`src/rtl/rf_pkg.sv`:
```
// Shared register-file definitions: geometry, requester ids, arbiter states
// and the round-robin pick used by the write-port arbiter.
package rf_pkg;

  localparam int RF_ADDR_W = 2;
  localparam int RF_DATA_W = 8;
  localparam int RF_DEPTH  = 4;

  localparam logic REQ_ALU = 1'b0;
  localparam logic REQ_LD  = 1'b1;

  typedef enum logic [1:0] {
    ARB_IDLE   = 2'd0,
    ARB_BURST0 = 2'd1,
    ARB_BURST1 = 2'd2
  } arb_state_t;

  typedef struct packed {
    logic hit;
    logic id;
  } grant_t;

  // On a tie the requester that did not win last time gets the port.
  function automatic grant_t rr_pick(input logic v0, input logic v1, input logic last_grant);
    grant_t g;
    g.hit = v0 | v1;
    if (v0 && v1)
      g.id = ~last_grant;
    else if (v1)
      g.id = REQ_LD;
    else
      g.id = REQ_ALU;
    return g;
  endfunction

endpackage

```
`src/rtl/rf_write_arbiter.sv`:
```
// Round-robin arbiter sharing the register file write port between the ALU
// writeback and the load unit, with optional bounded locked bursts.
module rf_write_arbiter
  import rf_pkg::*;
#(
  parameter int DATA_W    = RF_DATA_W,
  parameter int ADDR_W    = RF_ADDR_W,
  parameter int MAX_BURST = 4
) (
  input  logic              clk,
  input  logic              rst_n,
  input  logic              req0_valid,
  input  logic              req0_lock,
  input  logic [ADDR_W-1:0] req0_addr,
  input  logic [DATA_W-1:0] req0_data,
  output logic              req0_ready,
  input  logic              req1_valid,
  input  logic              req1_lock,
  input  logic [ADDR_W-1:0] req1_addr,
  input  logic [DATA_W-1:0] req1_data,
  output logic              req1_ready,
  output logic [ADDR_W-1:0] waddr,
  output logic [DATA_W-1:0] wdata,
  output logic              wren,
  output logic              wr_owner,
  output logic              burst_active
);

  localparam int               CNT_W    = $clog2(MAX_BURST + 1);
  localparam logic [CNT_W-1:0] CNT_MAX  = CNT_W'(MAX_BURST);
  localparam logic             BURST_EN = (MAX_BURST > 1);

  arb_state_t        state, state_nxt;
  logic              last_grant, last_grant_nxt;
  logic [CNT_W-1:0]  cnt, cnt_nxt, cnt_inc;
  grant_t            gnt;
  logic              xfer;
  logic              sel_lock;
  logic [ADDR_W-1:0] sel_addr;
  logic [DATA_W-1:0] sel_data;

  // During a burst only the owner can be granted; otherwise round-robin.
  always_comb begin
    gnt = '0;
    case (state)
      ARB_IDLE:   gnt = rr_pick(req0_valid, req1_valid, last_grant);
      ARB_BURST0: begin
        gnt.hit = req0_valid;
        gnt.id  = REQ_ALU;
      end
      ARB_BURST1: begin
        gnt.hit = req1_valid;
        gnt.id  = REQ_LD;
      end
      default:    gnt = '0;
    endcase
  end

  // Readies are masked by reset so nothing is accepted while it is held.
  assign xfer       = gnt.hit & rst_n;
  assign req0_ready = xfer & (gnt.id == REQ_ALU);
  assign req1_ready = xfer & (gnt.id == REQ_LD);

  assign sel_lock = (gnt.id == REQ_LD) ? req1_lock : req0_lock;
  assign sel_addr = (gnt.id == REQ_LD) ? req1_addr : req0_addr;
  assign sel_data = (gnt.id == REQ_LD) ? req1_data : req0_data;
  assign cnt_inc  = cnt + CNT_W'(1);

  always_comb begin
    state_nxt      = state;
    last_grant_nxt = last_grant;
    cnt_nxt        = cnt;
    case (state)
      ARB_IDLE: begin
        if (gnt.hit) begin
          last_grant_nxt = gnt.id;
          if (sel_lock && BURST_EN) begin
            state_nxt = (gnt.id == REQ_LD) ? ARB_BURST1 : ARB_BURST0;
            cnt_nxt   = CNT_W'(1);
          end
        end
      end
      ARB_BURST0, ARB_BURST1: begin
        // The owner dropping valid, releasing lock or hitting the limit ends the burst.
        if (!gnt.hit || !sel_lock || (cnt_inc == CNT_MAX)) begin
          state_nxt = ARB_IDLE;
          cnt_nxt   = '0;
        end else begin
          cnt_nxt = cnt_inc;
        end
      end
      default: begin
        state_nxt = ARB_IDLE;
        cnt_nxt   = '0;
      end
    endcase
  end

  always_ff @(posedge clk or negedge rst_n) begin
    if (!rst_n) begin
      state      <= ARB_IDLE;
      last_grant <= REQ_LD;
      cnt        <= '0;
    end else begin
      state      <= state_nxt;
      last_grant <= last_grant_nxt;
      cnt        <= cnt_nxt;
    end
  end

  always_ff @(posedge clk or negedge rst_n) begin
    if (!rst_n) begin
      waddr    <= '0;
      wdata    <= '0;
      wren     <= 1'b0;
      wr_owner <= 1'b0;
    end else begin
      wren <= xfer;
      if (xfer) begin
        waddr    <= sel_addr;
        wdata    <= sel_data;
        wr_owner <= gnt.id;
      end
    end
  end

  assign burst_active = (state != ARB_IDLE);

endmodule

```
`config.mk`:
```
export PLATFORM = sky130hd
export DESIGN_NAME = rf_write_arbiter
export DESIGN_NICKNAME = d
export VERILOG_FILES = /design/src/rtl/rf_pkg.sv /design/src/rtl/rf_write_arbiter.sv
export SDC_FILE = /design/constraint.sdc
export NUM_CORES = 1
export LEC_CHECK = 0
export BUFFER_PORTS_ARGS = -buffer_cell sky130_fd_sc_hd__buf_2
export CAP_MARGIN = 20
export CORE_MARGIN = 10
export CORE_UTILIZATION = 44
export CTS_CLUSTER_DIAMETER = 30
export CTS_CLUSTER_SIZE = 16
export DETAILED_ROUTE_END_ITERATION = 10
export HOLD_SLACK_MARGIN = 0.06
export PLACE_DENSITY = 0.73
export SYNTH_ARGS = -nofsm -noshare
export SYNTH_HDL_FRONTEND = slang
export SYNTH_SLANG_ARGS = --single-unit
```
`constraint.sdc`:
```
create_clock -name clk -period 3.1 [get_ports clk]
set_input_delay 0.465 -clock clk [delete_from_list [all_inputs] [get_ports clk]]
set_output_delay 0.465 -clock clk [all_outputs]
set_load 0.05 [all_outputs]
```
==> results.json <==
{
  "outcome": "finished clean",
  "power_density_nw_per_um2": 1120,
  "worst_slew_pin_slew_ps": 407,
  "final_net_count": 177,
  "intPower_mw": 0.702,
  "synthDistinctLibCells": 32,
  "critPathRequiredTime_ps": 2630,
  "postCtsSetupRepairBufs": 0,
  "critical_path.endpoint_type": "output port",
  "final_period_minus_worst_setup_slack_ps": 2850,
  "grt_start_max_net_pins": 23,
  "area_share_of_the_leading_cell_type_in_the_synthesized_netlist_pct": 39.6,
  "clock_power_share_pct": 8.0,
  "p_leak_nw": 0.673,
  "clockBufferDepth": 2,
  "drt.antenna.violating_nets": 0,
  "fin_area_sq_um": 1330,
  "number_of_global_route_vias_before_repair": 953,
  "dp_cells": 167,
  "worstSetupPathType": "reg2out",
  "grtUsageMet2_pct": 16.8,
  "synth_edf_count": 0,
  "final_hold_viol_count": 0,
  "cp_max_fo": 7,
  "part_of_the_power_in_combinational_logic_pct": 64.3,
  "die-width_microns": 69.4,
  "groute.layer.met1.usage_pct": 11.8,
  "grt.busiest_layer": "met2",
  "global_route.usage.met3_pct": 3.42,
  "cp-start-kind": "flip-flop",
  "placement_stage_cell_area_sq_um": 1300,
  "maxSlewViolCount": 0,
  "max_slew_margin_pct": 72.9,
  "cts_made_buffers": 3,
  "drt_pre_antenna_iters": 4,
  "finish.cell_count_without_fillers": 171,
  "ios": 41,
  "viasPerCell": 5.20,
  "synth_area_sq_um": 1070,
  "post_synthesis_async_set_or_reset_flop_share_pct": 100,
  "fin_total_pwr_mw": 1.49,
  "placement_row_count": 17,
  "core_region_area_sq_um": 2280,
  "drt_total_wl_mm": 2.60,
  "postCtsHoldBufs": 0,
  "worst_skew_pair.late_latency_ps": 290,
  "unrepaired_setup_endpoints_after_global_routing": "false",
  "drc_errors": 0,
  "grt-ovfl-total": 0,
  "cts.sink_count": 18,
  "hpwlAfterDp_mm": 2.12,
  "postSynthCellCount": 101,
  "total_switching_power_mw": 0.784,
  "final_layout_size_suffix_gt1_share_pct": 37.8,
  "yosysSeqAreaShare_pct": 42.0,
  "fmaxAchievable_mhz": 351,
  "detailed_route_via_count": 889,
  "grt_antenna_before_repair": 0,
  "finalCritPeriodShare_pct": 91.8,
  "synthesis.nets": 134,
  "switching_share_of_power_pct": 52.8,
  "insertedDiodeCount": 0,
  "timing.hold.worst.class": "in2async",
  "cap_violations": 0,
  "routed_length_per_instance_microns": 15.2,
  "synthFlopType": "sky130_fd_sc_hd__dfrtp_1",
  "vdd_ir_drop_max_mv": 0.709,
  "buffer_ports.inserted": 40,
  "grt_pass1_wl_mm": 4.19,
  "report.final.setup_viol": 0,
  "synthToLayoutAreaGrowth_pct": 23.6,
  "setup_tns_ps": 0,
  "worst_clock_skew_ps": 11.7,
  "fin_ws_ps": 253,
  "fill_cells": 199,
  "cp_data_arrival_time_ps": 2380,
  "cts_tree": "built",
  "postSynthRegisterBits": 18,
  "die_span_in_y_microns": 69.4,
  "die_area_sq_um": 4820,
  "netlist_top_cells_area": "sky130_fd_sc_hd__dfrtp_1 (40%), sky130_fd_sc_hd__mux2i_1 (12%), sky130_fd_sc_hd__ha_1 (8.1%), sky130_fd_sc_hd__a21oi_1 (5.1%), sky130_fd_sc_hd__nor2_1 (3.8%)",
  "synthesis.area_per_instance_sq_um": 10.6,
  "gp_weighted_congestion": 0.869,
  "cts_root_buf": "sky130_fd_sc_hd__clkbuf_4",
  "cts.clk_slew.worst_paths_ps": 100,
  "ctsResizeCount": 0,
  "synth_area_leader_cell": "sky130_fd_sc_hd__dfrtp_1",
  "ys.warnings.count": 0,
  "groute.usage.overall_pct": 10.2,
  "h-tree-depth": 1,
  "initial_core_util_pct": 47.2,
  "first_iter_violations": 23,
  "pre_cts_slack_ps": 572,
  "pwr-share-seq_pct": 27.7
}
==> worst paths after layout <==
path | start | end | slack, ps | cells past startpoint
worst max register to register | state[1] | wr_owner | 680 | 7
worst min register to register | wr_owner | wr_owner | 510 | 1
worst min-delay path | rst_n | wdata[4] | 80 | 1
worst max-delay path | state[1] | req0_ready | 250 | 8
max in group asynchronous | rst_n | last_grant | 2680 | 1
min in group clk | req0_data[5] | wdata[5] | 460 | 3
==> cells in the final DEF, fill, tap and decap left out, types with 3 or more instances in the layout <==
master,netlist,layout
sky130_fd_sc_hd__nand2_1,4,4
sky130_fd_sc_hd__buf_2,3,40
sky130_fd_sc_hd__a21oi_1,11,11
sky130_fd_sc_hd__inv_1,5,5
sky130_fd_sc_hd__mux2i_1,13,13
sky130_fd_sc_hd__clkbuf_4,0,3
sky130_fd_sc_hd__nor2_1,11,11
sky130_fd_sc_hd__dfrtp_1,17,17
sky130_fd_sc_hd__o21ai_0,4,4
sky130_fd_sc_hd__ha_1,7,7
==> registers in the layout, summed over array words and instances (netlist names) <==
name and cells:
state 2, cnt 3, waddr 2, wren 1, wdata 8, last_grant 1
wr_owner 1
==> cells in the mapped netlist (2+ instances only) <==
master,number
sky130_fd_sc_hd__nor2_1,11
sky130_fd_sc_hd__nand2_1,4
sky130_fd_sc_hd__mux2i_1,13
sky130_fd_sc_hd__inv_1,5
sky130_fd_sc_hd__dfrtp_1,17
sky130_fd_sc_hd__o21bai_1,2
sky130_fd_sc_hd__mux2_2,2
sky130_fd_sc_hd__a21oi_1,11
sky130_fd_sc_hd__ha_1,7
sky130_fd_sc_hd__and2_1,2
sky130_fd_sc_hd__o21ai_0,4
sky130_fd_sc_hd__buf_2,3
==> per-stage QoR <==
| stage | util [%] | hold slack (ps) |
|---|---|---|
| 2_1_floorplan | - | 169 |
| 3_3_place_gp | 57.2 | 416 |
| 3_5_place_dp | 57.2 | 426 |
| 4_1_cts | 58.4 | 95.2 |
| 5_1_grt | 58.4 | 98.6 |
| 6_report | 58.4 | 80.9 |
==> critical path: stages, from the launching register on <==
cell                      delay, ps
sky130_fd_sc_hd__dfrtp_1        490
sky130_fd_sc_hd__inv_1          240
sky130_fd_sc_hd__ha_1           300
sky130_fd_sc_hd__o21ai_0        100
sky130_fd_sc_hd__a21oi_1        340
sky130_fd_sc_hd__and2_1         230
sky130_fd_sc_hd__inv_1           50
sky130_fd_sc_hd__nor2_1          80
sky130_fd_sc_hd__buf_2          260
==> logic make-up (layout without fill, tap and decap cells) <==
group | count (synthesis) | in the layout | synth area share [%]
simple gates | 24 | 24 | 11.6
flops | 18 | 18 | 42.0
buf+inv | 9 | 51 | 3.84
mux | 15 | 15 | 14.2
compound gates | 27 | 27 | 19.3
fa+ha+maj | 7 | 7 | 8.15
xor+xnor | 1 | 1 | 0.815
==> metal layers <==
| metal | wire [microns] | up-vias |
|---|---|---|
| met3 | 171 | 4 |
| met4 | 26 | 0 |
| met2 | 1250 | 29 |
| li1 | - | 440 |
| met1 | 1150 | 416 |
| met5 | 0 | - |
==> power by group through the flow <==
stage	sequential (mW)	clock, mW	combinational, mW
final	0.411	0.119	0.955
after global routing	0.425	0.134	1.03
after detailed placement	0.417	0	0.965
after floorplan	0.663	0	0.501
after global placement	0.409	0	0.950
after CTS	0.413	0.122	0.969
==> layout make-up <==
cell class	count	area [sq um]	share of cell area, %
clock buffer	4	26.3	1.98
inverter	5	18.8	1.41
multi-input combinational	74	582	43.8
sequential	18	452	34.0
tap	28	35.0	2.64
timing repair buffer	42	215	16.2
Note: power is estimated with default switching activity, not from simulation.
